File: src/rtl/tmds_channel_decoder.sv
// tmds_channel_decoder
//
// Receive-side decoder for a single TMDS channel. Raw 10-bit words from a
// free-running 10:1 deserializer carry no symbol framing, so the block slides
// a 10-bit window across two consecutive words. It hunts for a run of control
// tokens at each bit offset. Once the run is found it holds that offset and
// decodes every symbol back into a video byte or a control code.
//
// Ports:
//   pixel_clk     in   1  pixel clock; all logic on its rising edge
//   rst           in   1  synchronous, active-low reset
//   raw_in        in  10  deserializer word, bit 0 earliest on the wire
//   data_out      out  8  decoded video byte (held across control tokens)
//   ctrl_out      out  2  {C1,C0} of the most recent control token
//   de            out  1  data enable, high for decoded data while locked
//   locked        out  1  symbol alignment achieved
//   bit_offset    out  4  current window offset, 0..9
//   realign_count out  8  number of lock losses, saturating at 255

module tmds_channel_decoder #(
    parameter int CTRL_RUN     = 8,
    parameter int SEARCH_DWELL = 2048,
    parameter int LOCK_TIMEOUT = 4096
) (
    input  logic       pixel_clk,
    input  logic       rst,
    input  logic [9:0] raw_in,
    output logic [7:0] data_out,
    output logic [1:0] ctrl_out,
    output logic       de,
    output logic       locked,
    output logic [3:0] bit_offset,
    output logic [7:0] realign_count
);

    // dwell_cnt can step one past SEARCH_DWELL-1 on a lock-wins cycle, so it
    // is sized for SEARCH_DWELL itself. gap_cnt never exceeds LOCK_TIMEOUT-1.
    localparam int RUN_W   = (CTRL_RUN < 1)     ? 1 : $clog2(CTRL_RUN + 1);
    localparam int DWELL_W = (SEARCH_DWELL < 1) ? 1 : $clog2(SEARCH_DWELL + 1);
    localparam int GAP_W   = (LOCK_TIMEOUT < 2) ? 1 : $clog2(LOCK_TIMEOUT);

    typedef enum logic {SEARCH, LOCKED} state_t;

    state_t             state_q, state_d;
    logic [9:0]         raw_q;
    logic [RUN_W-1:0]   run_cnt_q, run_cnt_d;
    logic [DWELL_W-1:0] dwell_cnt_q, dwell_cnt_d;
    logic [GAP_W-1:0]   gap_cnt_q, gap_cnt_d;
    logic [3:0]         bit_offset_q, bit_offset_d;
    logic [7:0]         realign_count_q, realign_count_d;
    logic [7:0]         data_out_q, data_out_d;
    logic [1:0]         ctrl_out_q, ctrl_out_d;
    logic               de_q, de_d;

    logic [18:0] cat;
    logic [9:0]  win;
    logic        is_token;
    logic [1:0]  token_code;
    logic [7:0]  q_word;
    logic [7:0]  dec_data;
    logic [3:0]  offset_next;

    // The top bit of the newer word can never land inside a window of offset
    // 0..9, so the concatenation only carries 19 bits.
    always_comb begin
        cat = {raw_in[8:0], raw_q};
        case (bit_offset_q)
            4'd0:    win = cat[9:0];
            4'd1:    win = cat[10:1];
            4'd2:    win = cat[11:2];
            4'd3:    win = cat[12:3];
            4'd4:    win = cat[13:4];
            4'd5:    win = cat[14:5];
            4'd6:    win = cat[15:6];
            4'd7:    win = cat[16:7];
            4'd8:    win = cat[17:8];
            4'd9:    win = cat[18:9];
            default: win = cat[9:0];
        endcase
    end

    // Classify the window as one of the four control tokens.
    always_comb begin
        is_token   = 1'b1;
        token_code = 2'b00;
        case (win)
            10'b1101010100: token_code = 2'b00;
            10'b0010101011: token_code = 2'b01;
            10'b0101010100: token_code = 2'b10;
            10'b1010101011: token_code = 2'b11;
            default:        is_token   = 1'b0;
        endcase
    end

    // Undo the transmitter's optional inversion (bit 9), then its XOR/XNOR
    // chaining (bit 8 selects XOR).
    always_comb begin
        q_word      = win[9] ? ~win[7:0] : win[7:0];
        dec_data    = 8'h00;
        dec_data[0] = q_word[0];
        for (int i = 1; i < 8; i++) begin
            dec_data[i] = win[8] ? (q_word[i] ^ q_word[i-1])
                                 : ~(q_word[i] ^ q_word[i-1]);
        end
    end

    assign offset_next = (bit_offset_q == 4'd9) ? 4'd0 : bit_offset_q + 4'd1;

    // Alignment FSM. In SEARCH, a full token run wins over the dwell expiry
    // that falls on the same cycle. In LOCKED, the offset is frozen until
    // tokens stop arriving.
    always_comb begin
        state_d         = state_q;
        run_cnt_d       = run_cnt_q;
        dwell_cnt_d     = dwell_cnt_q;
        gap_cnt_d       = gap_cnt_q;
        bit_offset_d    = bit_offset_q;
        realign_count_d = realign_count_q;
        case (state_q)
            SEARCH: begin
                dwell_cnt_d = dwell_cnt_q + 1'b1;
                run_cnt_d   = is_token ? run_cnt_q + 1'b1 : '0;
                if (is_token && (run_cnt_q == RUN_W'(CTRL_RUN - 1))) begin
                    state_d   = LOCKED;
                    gap_cnt_d = '0;
                end else if (dwell_cnt_q == DWELL_W'(SEARCH_DWELL - 1)) begin
                    bit_offset_d = offset_next;
                    dwell_cnt_d  = '0;
                    run_cnt_d    = '0;
                end
            end
            LOCKED: begin
                if (is_token) begin
                    gap_cnt_d = '0;
                end else if (gap_cnt_q == GAP_W'(LOCK_TIMEOUT - 1)) begin
                    state_d      = SEARCH;
                    bit_offset_d = offset_next;
                    dwell_cnt_d  = '0;
                    run_cnt_d    = '0;
                    gap_cnt_d    = '0;
                    if (realign_count_q != 8'hFF) begin
                        realign_count_d = realign_count_q + 8'd1;
                    end
                end else begin
                    gap_cnt_d = gap_cnt_q + 1'b1;
                end
            end
            default: state_d = SEARCH;
        endcase
    end

    // Output register. de follows the next state so that it drops together
    // with locked on a timeout.
    always_comb begin
        data_out_d = data_out_q;
        ctrl_out_d = ctrl_out_q;
        de_d       = 1'b0;
        if (is_token) begin
            ctrl_out_d = token_code;
        end else begin
            data_out_d = dec_data;
            de_d       = (state_d == LOCKED);
        end
    end

    always_ff @(posedge pixel_clk) begin
        if (!rst) begin
            state_q         <= SEARCH;
            raw_q           <= '0;
            run_cnt_q       <= '0;
            dwell_cnt_q     <= '0;
            gap_cnt_q       <= '0;
            bit_offset_q    <= '0;
            realign_count_q <= '0;
            data_out_q      <= '0;
            ctrl_out_q      <= '0;
            de_q            <= 1'b0;
        end else begin
            state_q         <= state_d;
            raw_q           <= raw_in;
            run_cnt_q       <= run_cnt_d;
            dwell_cnt_q     <= dwell_cnt_d;
            gap_cnt_q       <= gap_cnt_d;
            bit_offset_q    <= bit_offset_d;
            realign_count_q <= realign_count_d;
            data_out_q      <= data_out_d;
            ctrl_out_q      <= ctrl_out_d;
            de_q            <= de_d;
        end
    end

    assign data_out      = data_out_q;
    assign ctrl_out      = ctrl_out_q;
    assign de            = de_q;
    assign locked        = (state_q == LOCKED);
    assign bit_offset    = bit_offset_q;
    assign realign_count = realign_count_q;

endmodule

File: config.mk
export PLATFORM = sky130hd
export DESIGN_NAME = tmds_channel_decoder
export DESIGN_NICKNAME = d
export VERILOG_FILES = /design/src/rtl/tmds_channel_decoder.sv
export SDC_FILE = /design/constraint.sdc
export NUM_CORES = 1
export LEC_CHECK = 0
export CORE_UTILIZATION = 35
export CTS_CLUSTER_DIAMETER = 200
export DETAILED_ROUTE_END_ITERATION = 8
export HOLD_SLACK_MARGIN = 0.08
export PLACE_DENSITY_LB_ADDON = 0.2
export RECOVER_POWER = 100
export SLEW_MARGIN = 20
export SYNTH_ARGS = -nofsm -noshare
export SYNTH_HDL_FRONTEND = slang
export SYNTH_SLANG_ARGS = --single-unit
File: constraint.sdc
create_clock -name pixel_clk -period 4.1 [get_ports pixel_clk]
set_input_delay 1.23 -clock pixel_clk [delete_from_list [all_inputs] [get_ports pixel_clk]]
set_output_delay 1.23 -clock pixel_clk [all_outputs]
set_load 0.05 [all_outputs]
==> results of run 1 <==
-- routing by layer --
layer / vias to the layer above / share of wire [%] / track usage [%]
li1: 1972 / - / -
met4: 0 / 1.4 / 5.98
met2: 115 / 44 / 32.4
met5: - / 0 / 0
met1: 1895 / 49 / 31.2
met3: 17 / 4.9 / 4.24
-- cells in the mapped netlist, types with 10 or more instances --
cell and n:
nand2_1 44, nor2_1 59, a22oi_1 10, xnor2_1 12, mux2i_1 10, nand3_1 30, ha_1 12, and2_1 14
a211oi_1 10, inv_1 18, o21ai_0 23, buf_2 12, clkbuf_1 18, dfxtp_1 62, a21oi_1 36
-- worst max-delay path: stages --
cell and delay [ns]:
clkdlybuf4s50_1 0.53, a22o_1 0.25, nand2_1 0.06, o21ai_1 0.11
a2111oi_4 0.34, buf_4 0.18, inv_1 0.04, ha_1 0.18
nand4_1 0.08, o21bai_4 0.16, clkbuf_2 0.18, nand4_2 0.22
or3_1 0.45, a21oi_1 0.14
-- final cells by class --
| type | instances | share of cell area, % |
|---|---|---|
| inverter | 18 | 1.35 |
| tap | 140 | 3.49 |
| clock inverter | 2 | 0.199 |
| multi-input combinational | 398 | 50.7 |
| timing repair buffer | 87 | 14.6 |
| sequential | 62 | 24.7 |
| clock buffer | 12 | 4.91 |
-- power by group through the flow --
stage               registers (mW)  logic, mW  clock network, mW
floorplan                    0.672     0.0618                  0
global placement             0.650      0.155                  0
detailed placement           0.650      0.156                  0
CTS                          0.637      0.156              0.691
global route                 0.638      0.166              0.717
finish                       0.638      0.153              0.670
-- cells by family (layout without fill, tap and decap cells) --
kind of cell	after synthesis	after routing	synth area share [%]
adders and majority gates	12	12	3.77
DFF	62	62	31.2
muxes	12	12	3.08
buffers and inverters	53	119	5.94
xor gates and xnor gates	21	21	4.62
AOI/OAI and AO/OA	141	141	24.5
and+or+nand+nor	212	212	26.9
-- repair_timing --
action                     CTS  global route
setup endpoints to repair    0            45
buffers inserted             0             0
resized for setup            0            11
-- path summary, 6_finish.rpt --
check                                    from               end  slack, ns  cells past startpoint
worst max-delay path                raw_in[3]  realign_count[4]       0.21                     14
worst min-delay path              data_out[1]       data_out[1]       0.45                      2
worst max register to register  bit_offset[1]  realign_count[4]       0.38                     14
worst min register to register    data_out[1]       data_out[1]       0.45                      2
-- state kept, by name, summed over array words and instances (netlist names), 2 cells and up --
name and count:
bit_offset 4, raw_q 10, data_out 8, realign_count 8
gap_cnt_q 12, ctrl_out 2, dwell_cnt_q 12, run_cnt_q 4
-- stage by stage --
stage | setup TNS (ns) | hold WS [ns] | utilization (%)
floorplan | 0 | 0.438 | -
global placement | -5.91 | 0.447 | 43.2
detailed placement | -8.07 | 0.450 | 43.2
CTS | 0 | 0.458 | 45.5
global route | 0 | 0.489 | 45.7
finish | 0 | 0.454 | 45.7
==> flow_summary.yaml, run 1 <==
place:
  dpl_worst_slack_ns: -0.284
  place_inst: 705
  gp_congestion: 0.964
  placed_area_um2: 4740
  hpwlAfterDp_um: 8590
  io_buffer_count: 35
clock_tree:
  cts.sinks: 62
  cts_max_level: 3
  holdBufCountCts: 0
  insertion_delay_ns: 0.32
  cts_tree: "built"
  cts_root_buffer: "clkbuf_16"
  clk_path_buf_depth: 2
  path_clk_slew_ns: 0.05
  cts_inserted_buffers: 9
timing:
  grt_setup_unrepaired: "false"
  drv_slew: 0
  timing.fmax_mhz: 257
  fin_skew_ns: 0.00527
  tightestPinTransition_ns: 0.942
  max_slew_margin_pct: 37.1
  setup_viol: 0
  period_needed_ns: 3.89
  final-hold-violation-count: 0
  layout_setup_ws_ns: 0.206
  post-route-period-util_pct: 95.0
finish:
  final_common_cell: "dfxtp_1"
  multiInputGateArea_um2: 2550
  nets: 600
  mostFrequentLayoutCells: "dfxtp_1 (62), nor2_1 (58), nand2_1 (44), buf_4 (44), a21oi_1 (36)"
  drive_above_1_share_pct: 13.6
  antenna_cells: 0
  nFillCells: 1091
  stdcell_area_um2: 5020
  final-seq-area_um2: 1240
  syn_to_final_growth_pct: 26.1
  stdcell_count: 719
detailed_routing:
  drcViolationCount: 0
  drt_wl_total_um: 12000
  drtIter0Drc: 335
  vias_per_cell: 5.56
  ant_nets: 0
  avgRoutedWirePerCell_um: 16.7
  dr_total_vias: 3999
  drtPass1Iterations: 5
floorplan:
  start_util_pct: 36.2
  die_area_um2: 11800
  rows: 38
  ios: 36
  die_h_um: 109
  die_w_um: 109
  core_um2: 11000
global_routing:
  grt_start_max_net_pins: 26
  grt_pass1_wl_um: 19900
  antenna_found_initial: 0
  grt_usage_pct: 21.6
  grt_pass1_vias: 3784
  grt-ovfl-total: 0
setup_path:
  cp_data_arrival_time_ns: 4.15
  path_class: "in2reg"
  critical_path_required_ns: 4.35
  critPathCaptureType: "flop"
  critical_path.max_fanout: 9
  start_kind: "primary input"
pwr:
  leakagePower_nw: 1.88
  p_sw_mw: 0.361
  ir_worst_vdd_mv: 0.211
  powerDensity_nw_per_um2: 291
  power_switching_share_pct: 24.7
  clockPowerShare_pct: 45.9
  total_power_mw: 1.46
  power_frac_seq_pct: 43.7
  internal_power_mw: 1.10
  comb_power_share_pct: 10.5
min_path:
  min_path_type: "reg2reg"
synth:
  synth_area_leaders: "dfxtp_1 (31%), nor2_1 (5.6%), a21oi_1 (4.5%)"
  ys_seq_elements: 62
  syn_area_um2: 3980
  yosys.area.top_type: "dfxtp_1"
  synthDistinctLibCells: 68
  synth_warnings: 0
  avgSynthCellArea_um2: 7.76
  ys_seq_area_share_pct: 31.2
  syn-instance-count: 513
  synth_nets: 537
  async_reset_ff_share_pct: 0
  synthFlopType: "dfxtp_1"
  synth_edf_count: 0
  synth_top_area_share_pct: 31.2
flow_run:
  max-cap-violations: 0
outcome:
  status: "finished, final reports clean"
(Power assumes the default switching activity.)
==> run 2, diff against run 1 <==
--- a/config.mk
+++ b/config.mk
@@ -11,7 +11,6 @@
 export HOLD_SLACK_MARGIN = 0.08
 export PLACE_DENSITY_LB_ADDON = 0.2
 export RECOVER_POWER = 100
-export SLEW_MARGIN = 20
 export SYNTH_ARGS = -nofsm -noshare
 export SYNTH_HDL_FRONTEND = slang
 export SYNTH_SLANG_ARGS = --single-unit
==> results of run 2 <==
The final DEF is identical to that of run 1; final timing and power are the same.
